$ cat src/rtl/k005297_dmawordseq_pkg.sv
// rtl/k005297_dmawordseq_pkg.sv - shared types and constants for the DMA word sequencer
//
// Purpose: sequencer state encoding, acquisition mode codes, lane index width helper.
// Ports:   none (package).
package k005297_dmawordseq_pkg;

    typedef enum logic [1:0] {
        IDLE  = 2'd0,
        PRIME = 2'd1,
        RUN   = 2'd2,
        DRAIN = 2'd3
    } state_e;

    localparam logic [1:0] MODE_USER = 2'b00;
    localparam logic [1:0] MODE_BOOT = 2'b01;
    localparam logic [1:0] MODE_INIT = 2'b10;

    function automatic int lidx_w(input int lanes);
        return $clog2(lanes);
    endfunction

endpackage

$ cat src/rtl/k005297_dlcnt_sat.sv
// rtl/k005297_dlcnt_sat.sv - saturating down-counter with load and registered zero flag
//
// Purpose: bootloader byte counter; load beats decrement, decrement stops at zero.
// Ports:
//   clk_i     clock
//   rst_i     asynchronous active-high reset (count 0, zero flag 1)
//   ce_i      clock enable; state advances only when 1
//   ld_i      load ld_val_i
//   ld_val_i  load value
//   dec_i     decrement request
//   cnt_o     current count
//   zero_o    cnt_o == 0
module k005297_dlcnt_sat #(
    parameter int W = 12
) (
    input  logic         clk_i,
    input  logic         rst_i,
    input  logic         ce_i,
    input  logic         ld_i,
    input  logic [W-1:0] ld_val_i,
    input  logic         dec_i,
    output logic [W-1:0] cnt_o,
    output logic         zero_o
);

    logic [W-1:0] cnt_q, cnt_d;
    logic         zero_q;

    always_comb begin
        cnt_d = cnt_q;
        if (ld_i) begin
            cnt_d = ld_val_i;
        end else if (dec_i && (cnt_q != '0)) begin
            cnt_d = cnt_q - W'(1);
        end
    end

    // The zero flag is registered alongside the count so both change on the same edge.
    always_ff @(posedge clk_i or posedge rst_i) begin
        if (rst_i) begin
            cnt_q  <= '0;
            zero_q <= 1'b1;
        end else if (ce_i) begin
            cnt_q  <= cnt_d;
            zero_q <= (cnt_d == '0);
        end
    end

    assign cnt_o  = cnt_q;
    assign zero_o = zero_q;

endmodule

$ cat src/rtl/k005297_dmawordseq.sv
// rtl/k005297_dmawordseq.sv - assembles bubble bytes into LANES-byte DMA words
//
// Purpose: per accepted byte, pulse a one-hot lane load strobe and signal word
// completion; user-page, bootloader byte-count and init (header skip) modes.
// Ports:
//   i_MCLK          master clock
//   i_SYS_RST       asynchronous active-high reset
//   i_CLK2M_PCEN_n  active-low clock enable
//   i_MODE          00 user, 01 bootloader, 10 init, 11 treated as user
//   i_ACQ_START     start acquisition (IDLE only)
//   i_BYTE_VALID    byte ready from the acquisition shifter
//   i_PAGE_VALID    gates bytes in user mode
//   i_DLCNT_LD      load bootloader counter with i_DLCNT_INIT
//   i_DLCNT_INIT    counter load value
//   i_WORD_END      forces the lane index to 0
//   i_ABORT         abandon acquisition
//   o_NEWBYTE       byte accepted strobe
//   o_LANE_LD       one-hot lane load strobe
//   o_WORD_DONE     word complete or partial word flushed
//   o_DLCNT         bootloader counter
//   o_DLCNT_ZERO    o_DLCNT == 0
//   o_BUSY          sequencer not idle
module k005297_dmawordseq
    import k005297_dmawordseq_pkg::*;
#(
    parameter int LANES   = 2,
    parameter int DLCNT_W = 12
) (
    input  logic               i_MCLK,
    input  logic               i_SYS_RST,
    input  logic               i_CLK2M_PCEN_n,
    input  logic [1:0]         i_MODE,
    input  logic               i_ACQ_START,
    input  logic               i_BYTE_VALID,
    input  logic               i_PAGE_VALID,
    input  logic               i_DLCNT_LD,
    input  logic [DLCNT_W-1:0] i_DLCNT_INIT,
    input  logic               i_WORD_END,
    input  logic               i_ABORT,
    output logic               o_NEWBYTE,
    output logic [LANES-1:0]   o_LANE_LD,
    output logic               o_WORD_DONE,
    output logic [DLCNT_W-1:0] o_DLCNT,
    output logic               o_DLCNT_ZERO,
    output logic               o_BUSY
);

    localparam int               LW       = lidx_w(LANES);
    localparam logic [LW-1:0]    LAST_IDX = LW'(LANES - 1);
    localparam logic [LANES-1:0] LANE_ONE = {{(LANES-1){1'b0}}, 1'b1};

    state_e           state_q, state_d;
    logic [LW-1:0]    idx_q, idx_d;
    logic             newbyte_q, newbyte_d;
    logic [LANES-1:0] lane_ld_q, lane_ld_d;
    logic             word_done_q, word_done_d;

    logic               en;
    logic [1:0]         mode_eff;
    logic               byte_ok;
    logic               take;
    logic               dec;
    logic [DLCNT_W-1:0] dlcnt;
    logic               dlcnt_zero;

    assign en       = ~i_CLK2M_PCEN_n;
    assign mode_eff = (i_MODE == 2'b11) ? MODE_USER : i_MODE;
    assign byte_ok  = i_BYTE_VALID & ((mode_eff != MODE_USER) | i_PAGE_VALID);

    always_comb begin
        state_d     = state_q;
        idx_d       = idx_q;
        newbyte_d   = 1'b0;
        lane_ld_d   = '0;
        word_done_d = 1'b0;
        take        = 1'b0;
        dec         = 1'b0;

        if (i_ABORT) begin
            state_d = IDLE;
            idx_d   = '0;
        end else begin
            unique case (state_q)
                IDLE: begin
                    if (i_ACQ_START) begin
                        state_d = PRIME;
                        idx_d   = '0;
                    end
                end
                PRIME: begin
                    // An empty bootloader count means there is nothing to fetch.
                    if ((mode_eff == MODE_BOOT) && dlcnt_zero) begin
                        state_d = DRAIN;
                    end else if (byte_ok) begin
                        state_d = RUN;
                        if (mode_eff == MODE_INIT) begin
                            newbyte_d = 1'b1;   // header byte: acknowledged, not stored
                        end else begin
                            take = 1'b1;
                        end
                    end
                end
                RUN: begin
                    take = byte_ok;
                end
                DRAIN: begin
                    state_d     = IDLE;
                    idx_d       = '0;
                    word_done_d = (idx_q != '0);
                end
            endcase

            if (take) begin
                newbyte_d = 1'b1;
                lane_ld_d = LANE_ONE << idx_q;
                if (idx_q == LAST_IDX) begin
                    word_done_d = 1'b1;
                    idx_d       = '0;
                end else begin
                    idx_d = idx_q + LW'(1);
                end
                if (mode_eff == MODE_BOOT) begin
                    dec = 1'b1;
                    // Last counted byte; a same-cycle reload keeps the counter alive.
                    if ((dlcnt <= DLCNT_W'(1)) && !i_DLCNT_LD) begin
                        state_d = DRAIN;
                    end
                end
            end

            if (i_WORD_END) begin
                idx_d = '0;
            end
        end
    end

    always_ff @(posedge i_MCLK or posedge i_SYS_RST) begin
        if (i_SYS_RST) begin
            state_q     <= IDLE;
            idx_q       <= '0;
            newbyte_q   <= 1'b0;
            lane_ld_q   <= '0;
            word_done_q <= 1'b0;
        end else if (en) begin
            state_q     <= state_d;
            idx_q       <= idx_d;
            newbyte_q   <= newbyte_d;
            lane_ld_q   <= lane_ld_d;
            word_done_q <= word_done_d;
        end
    end

    k005297_dlcnt_sat #(
        .W(DLCNT_W)
    ) u_dlcnt (
        .clk_i    (i_MCLK),
        .rst_i    (i_SYS_RST),
        .ce_i     (en),
        .ld_i     (i_DLCNT_LD),
        .ld_val_i (i_DLCNT_INIT),
        .dec_i    (dec),
        .cnt_o    (dlcnt),
        .zero_o   (dlcnt_zero)
    );

    assign o_NEWBYTE    = newbyte_q;
    assign o_LANE_LD    = lane_ld_q;
    assign o_WORD_DONE  = word_done_q;
    assign o_DLCNT      = dlcnt;
    assign o_DLCNT_ZERO = dlcnt_zero;
    assign o_BUSY       = (state_q != IDLE);

endmodule

$ cat config.mk
export PLATFORM = sky130hd
export DESIGN_NAME = k005297_dmawordseq
export DESIGN_NICKNAME = d
export VERILOG_FILES = /design/src/rtl/k005297_dmawordseq_pkg.sv /design/src/rtl/k005297_dlcnt_sat.sv /design/src/rtl/k005297_dmawordseq.sv
export SDC_FILE = /design/constraint.sdc
export NUM_CORES = 1
export LEC_CHECK = 0
export BUFFER_PORTS_ARGS = -buffer_cell sky130_fd_sc_hd__buf_2
export CORE_MARGIN = 1
export CORE_UTILIZATION = 35
export DETAILED_ROUTE_END_ITERATION = 12
export HOLD_SLACK_MARGIN = 0.02
export PLACE_DENSITY = 0.66
export SLEW_MARGIN = 20
export SYNTH_ARGS = -nofsm -noshare
export SYNTH_HDL_FRONTEND = slang
export SYNTH_HIERARCHICAL = 1
export SYNTH_SLANG_ARGS = --single-unit
$ cat constraint.sdc
create_clock -name i_MCLK -period 4.3 [get_ports i_MCLK]
set_clock_uncertainty 0.05 [all_clocks]
set_input_delay 0.86 -clock i_MCLK [delete_from_list [all_inputs] [get_ports i_MCLK]]
set_output_delay 0.86 -clock i_MCLK [all_outputs]
set_load 0.05 [all_outputs]
==> metrics.csv, run 1 <==
stage,metric,value,unit
power_and_ir_drop,Pwr Density,294,mW/mm²
finish,Final Cell Area,0.00208,mm²
finish,Util after Layout,42.9,%
power_and_ir_drop,VDD IR max,0.165,mV
worst_setup_path,crit path cell chain,"buf_2, inv_1, ha_1, nor2b_4, nand3b_4, or2_1, nor3b_2, or4b_1, a2111oi_0, a21o_1, o21ai_0, o211ai_1, o32ai_2",
finish,most frequent cells in the layout,"buf_2, dfrtp_1, inv_1, o21ai_0, nand2_1",
detailed_routing,drt total wl,4.85,mm
synthesis,Post-synth EDFFs,0,
timing,unrepaired setup endpoints after global routing,false,
timing,# setup viols final,0,
synthesis,Yosys top cell area share,26.4,%
placed_design,HPWL Detailed,3.58,mm
finish,area grow syn2layout,15.2,%
global_routing,largest net degree at the start of global routing,33,
flow_run,Max Cap Viol,0,
global_routing,first-pass GRT wire length,8.14,mm
worst_setup_path,Setup Crit Path Kind,primary input to flop,
clocking,Clock Path Buffers,2,
detailed_routing,vias after detailed routing,1787,
clocking,# H-tree levels,1,
floorplanning,Starting Density,37.2,%
synthesis,Async SR Flop Fraction,100,%
timing,Period minus WS final,3.74,ns
synthesis,sequential share of the synthesized area,27.8,%
detailed_routing,Remaining DRCs,0,
detailed_routing,wire length per cell,15.6,µm
placed_design,Placement Cell Area,0.00202,mm²
synthesis,post-synth design cell area,0.00180,mm²
timing,Final WS setup,0.563,ns
detailed_routing,vias per std cell,5.75,
clocking,post_cts resized,0,
finish,"most common cell after layout, fill and taps aside",buf_2,
clocking,"Reg clk slew, reported paths",0.09,ns
timing,final hold vios,0,
placed_design,post-placement worst setup slack,0.347,ns
floorplanning,DIE AREA,0.00545,mm²
clocking,"Clk Latency, worst-skew pair",0.27,ns
clocking,CTS tree,done,
timing,fmax,268,MHz
status,outcome,"finished, final reports clean",
global_routing,initial antenna violation count,0,
synthesis,Syn Nets,244,
timing,Slew HR,52.5,%
placed_design,gpl congestion,0.942,
worst_setup_path,Worst setup SP type,primary input,
synthesis,post-synthesis adder-cell area fraction,6.24,%
clocking,clock sinks,20,
finish,layout cell share with drive strength beyond 1,25.4,%
worst_setup_path,largest stage delay on the critical path,0.62,ns
power_and_ir_drop,Design Power,612,µW
synthesis,syn avg cell area,8.51,µm²
clocking,Post-CTS Hold Buffers,0,
timing,max-slew violation count,0,
synthesis,Post-Synth Simple-Gate Area,25.5,%
synthesis,largest family of logic cells by synthesized area,compound AO/OA/AOI/OAI gates,
global_routing,Total GRT Usage,19.3,%
clocking,total CTS buffers,3,
floorplanning,CORE AREA,0.00485,mm²
worst_setup_path,crit path max fanout,7,
synthesis,Synth Instances,212,
worst_setup_path,Worst setup EP type,flop,
global_routing,grt ovf,0,
floorplanning,die width,73.8,µm
placed_design,port bufs,40,
finish,final net count,277,
detailed_routing,post-route ant nets,0,
timing,Tcrit/Tclk final,86.9,%
synthesis,synth warn,6,
floorplanning,die height,73.8,µm
finish,n_diodes,0,
global_routing,vias in the first global route,1652,
synthesis,fraction of synthesized area in multiplexers,1.73,%
floorplanning,Core Rows,25,
synthesis,post-synthesis xor/xnor area fraction,1.46,%
synthesis,post-synth top area cell,dfrtp_1,
floorplanning,total I/O pin count,41,
detailed_routing,DRT Pass-1 Iters,4,
worst_setup_path,WP data required,4.43,ns
clocking,clk root buf,clkbuf_8,
timing,Slew @ Worst Pin,0.702,ns
clocking,post-CTS setup buffers,0,
synthesis,Post-synth top flop,dfrtp_1,
min_path,worst min path class,flop to flop,
synthesis,synth top area cells,"dfrtp_1, ha_1, o21ai_0",
power_and_ir_drop,Pleak,0.000891,µW
worst_setup_path,crit path max-delay cell type,a2111oi_0,
synthesis,post-synth cell types,69,
synthesis,"flops & latches, synth",20,
detailed_routing,DRT iter0 DRCs,145,
synthesis,Synth Area in Compound Gates,28.5,%
timing,final setup TNS,0,ns
worst_setup_path,Worst Path Arrival,3.87,ns
==> per-layer routing <==
layer	vias up	routed length, µm	global-route usage (%)
li1	859	-	-
met1	843	2200	26.4
met2	79	2300	32.8
met3	6	327	2.47
met4	0	20	3.63
met5	-	0	0
==> stage by stage <==
step / hold WS, ns / instances
after floorplan: 0.494 / 212
after global placement: 0.420 / 307
after detailed placement: 0.418 / 307
after CTS: 0.439 / 311
after global routing: 0.461 / 311
final: 0.433 / 311
==> power breakdown <==
group          leakage, µW  internal [µW]  total [µW]  switching, µW
clock network    0.0000288           81.7         154           71.8
logic             0.000613           68.8         214            145
registers         0.000249            204         244           39.6
total             0.000891            355         612            257
==> layout make-up <==
type / count / area [µm²]
fill: 501 / 2770
multi-input combinational: 158 / 1140
sequential: 20 / 502
timing repair buffer: 43 / 223
tap: 67 / 83.8
inverter: 19 / 71.3
clock buffer: 4 / 55.1
==> state kept, by name, summed over array words and instances, names as in the netlist <==
name / flops
state_q: 2
o_NEWBYTE: 1
o_WORD_DONE: 1
idx_q: 1
o_LANE_LD: 2
u_dlcnt/cnt_o: 12
u_dlcnt/zero_o: 1
==> worst max-delay path, delay by kind of cell <==
family	cells	cell delay (ns)
AND/OR/NAND/NOR	5	1.50
AO/OA/AOI/OAI	5	1.10
adder cells (fa/ha/maj)	1	0.28
buffers and inverters	2	0.13
==> logic make-up (layout without fill, tap and decap cells) <==
kind of cell | count (synthesis) | after routing
muxes | 3 | 3
AOI/OAI and AO/OA | 69 | 69
DFF | 20 | 20
adders and majority gates | 9 | 9
and+or+nand+nor | 74 | 74
buffers and inverters | 34 | 66
xor gates and xnor gates | 3 | 3
==> worst paths after layout <==
path / end / startpoint / slack [ns] / cells after the start
setup / recovery: u_dlcnt/zero_o / i_MODE[0] / 0.56 / 13
hold / removal: o_NEWBYTE / o_NEWBYTE / 0.43 / 2
setup reg to reg: u_dlcnt/zero_o / state_q[1] / 0.79 / 11
hold reg to reg: o_NEWBYTE / o_NEWBYTE / 0.43 / 2
max in group asynchronous: u_dlcnt/cnt_o[5] / i_SYS_RST / 3.23 / 2
min in group asynchronous: o_WORD_DONE / i_SYS_RST / 0.48 / 2
==> synthesized netlist by cell type, types with 2 or more instances <==
library cell and count:
nand2_1 17, dfrtp_1 19, a32oi_1 2, nor4b_1 3, or4b_1 2, buf_6 3, o21ai_0 18, a22o_1 2
xnor2_1 3, buf_2 3, nor3_1 5, inv_1 18, nand3_1 3, o41ai_1 3, mux2i_1 2, o31ai_1 3
nand3b_1 2, o22ai_1 3, nand4_1 2, ha_1 9, nor4_1 9, a21oi_1 13, a31oi_1 3, or4_1 2
nor2_1 14, clkbuf_1 6
(Power assumes the default switching activity.)
==> run 2: changes to the inputs <==
--- a/config.mk
+++ b/config.mk
@@ -5,12 +5,12 @@
 export SDC_FILE = /design/constraint.sdc
 export NUM_CORES = 1
 export LEC_CHECK = 0
-export BUFFER_PORTS_ARGS = -buffer_cell sky130_fd_sc_hd__buf_2
 export CORE_MARGIN = 1
 export CORE_UTILIZATION = 35
 export DETAILED_ROUTE_END_ITERATION = 12
+export DONT_BUFFER_PORTS = 1
 export HOLD_SLACK_MARGIN = 0.02
-export PLACE_DENSITY = 0.66
+export PLACE_DENSITY = 0.59
 export SLEW_MARGIN = 20
 export SYNTH_ARGS = -nofsm -noshare
 export SYNTH_HDL_FRONTEND = slang
==> run 2 against run 1 <==
Cell area fell by 10%. Setup slack got worse by 0.024 ns. Routed wire length rose by 0.68%. Power fell by 8.6%. Sequential cell count did not move. Largest cell class unchanged. Core utilization fell by 4.5 points. Register-to-register slack got worse by 0.10 ns. Worst hold slack got worse by 0.065 ns.
==> metrics.csv, run 2 (synthesis results as in run 1) <==
stage,metric,value,unit
status,outcome,"finished, final reports clean",
floorplanning,die width,73.8,µm
timing,unrepaired setup endpoints after global routing,false,
detailed_routing,wire length per cell,18.1,µm
timing,max-slew violation count,0,
finish,Final Cell Area,0.00186,mm²
clocking,clk root buf,clkbuf_8,
clocking,Post-CTS Hold Buffers,0,
worst_setup_path,Worst setup SP type,primary input,
detailed_routing,drt total wl,4.88,mm
detailed_routing,vias after detailed routing,1640,
clocking,# H-tree levels,1,
global_routing,vias in the first global route,1607,
power_and_ir_drop,Pwr Density,300,mW/mm²
flow_run,Max Cap Viol,0,
clocking,post_cts resized,0,
timing,# setup viols final,0,
finish,layout cell share with drive strength beyond 1,9.85,%
worst_setup_path,Worst setup EP type,flop,
global_routing,first-pass GRT wire length,7.96,mm
placed_design,Placement Cell Area,0.00182,mm²
timing,Period minus WS final,3.76,ns
floorplanning,total I/O pin count,41,
clocking,post-CTS setup buffers,0,
min_path,worst min path class,primary input to async pin,
placed_design,HPWL Detailed,3.60,mm
placed_design,gpl congestion,0.897,
clocking,"Clk Latency, worst-skew pair",0.26,ns
global_routing,grt ovf,0,
detailed_routing,met3 routed WL,487,µm
worst_setup_path,worst r2r path cells,12,
finish,final net count,236,
clocking,clock sinks,20,
timing,Slew HR,45.5,%
clocking,total CTS buffers,3,
placed_design,Inst Count DP,266,
floorplanning,die height,73.8,µm
power_and_ir_drop,Pleak,0.000712,µW
finish,n_diodes,0,
finish,Post-Layout Cell Count,270,
clocking,Clock Path Buffers,2,
placed_design,port bufs,0,
worst_setup_path,Worst Path Arrival,3.88,ns
timing,Tcrit/Tclk final,87.5,%
timing,Slew @ Worst Pin,0.817,ns
worst_setup_path,Setup Crit Path Kind,primary input to flop,
floorplanning,CORE AREA,0.00485,mm²
clocking,CTS tree,done,
worst_setup_path,r2r setup slk,0.69,ns
worst_setup_path,WP data required,4.41,ns
floorplanning,Core Rows,25,
worst_setup_path,crit path max fanout,7,
timing,final setup TNS,0,ns
detailed_routing,uppermost routed layer,met4,
global_routing,Total GRT Usage,19.0,%
global_routing,largest net degree at the start of global routing,33,
global_routing,initial antenna violation count,0,
floorplanning,Starting Density,37.2,%
detailed_routing,met1 WL,2.10,mm
finish,most frequent cells in the layout,"dfrtp_1, inv_1, o21ai_0",
detailed_routing,post-route ant nets,0,
detailed_routing,DRT iter0 DRCs,115,
detailed_routing,met2 WL,2.25,mm
detailed_routing,Remaining DRCs,0,
timing,final hold vios,0,
worst_setup_path,FF-to-FF Start,state_q[0],
power_and_ir_drop,VDD IR max,0.133,mV
floorplanning,DIE AREA,0.00545,mm²
timing,fmax,266,MHz
finish,max reg flops,12,
finish,area grow syn2layout,3.12,%
detailed_routing,vias per std cell,6.07,
detailed_routing,DRT Pass-1 Iters,4,
clocking,"Reg clk slew, reported paths",0.07,ns
worst_setup_path,RR Endpoint,u_dlcnt/zero_o,
finish,"most common cell after layout, fill and taps aside",dfrtp_1,
## run 2: cell count changes in the layout (fill, tap and decap cells not counted)
cell | previous run | this run
buf_2 | 40 | 0
buf_4 | 3 | 2
clkbuf_1 | 0 | 1
clkbuf_8 | 4 | 3
## run 2: how the worst max path moves through the flow
stage	from	endpoint	slack (ns)	depth (start not counted)
finish	i_MODE[0]	u_dlcnt/zero_o	0.54	13
global route	i_MODE[1]	u_dlcnt/zero_o	0.33	13
CTS	i_MODE[0]	u_dlcnt/zero_o	0.61	13
detailed placement	i_MODE[0]	u_dlcnt/zero_o	0.34	13
global placement	i_MODE[0]	u_dlcnt/zero_o	0.51	12
floorplan	i_MODE[0]	u_dlcnt/zero_o	0.65	13
## run 2: layout make-up
type                            instances  area, µm²
Tap cell                               67       83.8
Inverter                               19       71.3
Multi-Input combinational cell        158       1140
Timing Repair Buffer                    2       15.0
Sequential cell                        20        502
Clock buffer                            4       45.0
Fill cell                             506       2990
## run 2: metal layers
layer,global-route usage (%),vias to the layer above
li1,-,781
met1,24.4,775
met2,31.7,80
met3,5.08,4
met4,4.27,0
met5,0,-
## run 2: through the flow
step | power [µW] | hold slack [ns] | util, % | setup WS [ns]
6_report | 559 | 0.368 | 38.4 | 0.539
5_1_grt | 590 | 0.374 | 38.4 | 0.327
4_1_cts | 564 | 0.372 | 38.4 | 0.610
3_5_place_dp | 427 | 0.548 | 37.4 | 0.335
3_3_place_gp | 428 | 0.530 | 37.4 | 0.510
2_1_floorplan | 406 | 0.494 | - | 0.645
## run 2: critical path, stage by stage
cell,delay [ns]
inv_1,0.02
ha_1,0.27
nor2b_4,0.14
nand3b_4,0.14
or2_1,0.34
nor3b_2,0.27
buf_4,0.19
or4b_1,0.53
a2111oi_0,0.67
a21o_1,0.14
o21ai_0,0.08
o211ai_1,0.12
o32ai_2,0.10
## run 2: power breakdown
part           internal, µW  switching [µW]
clock                  66.1            68.6
combinational          50.7            72.0
sequential              203            98.6
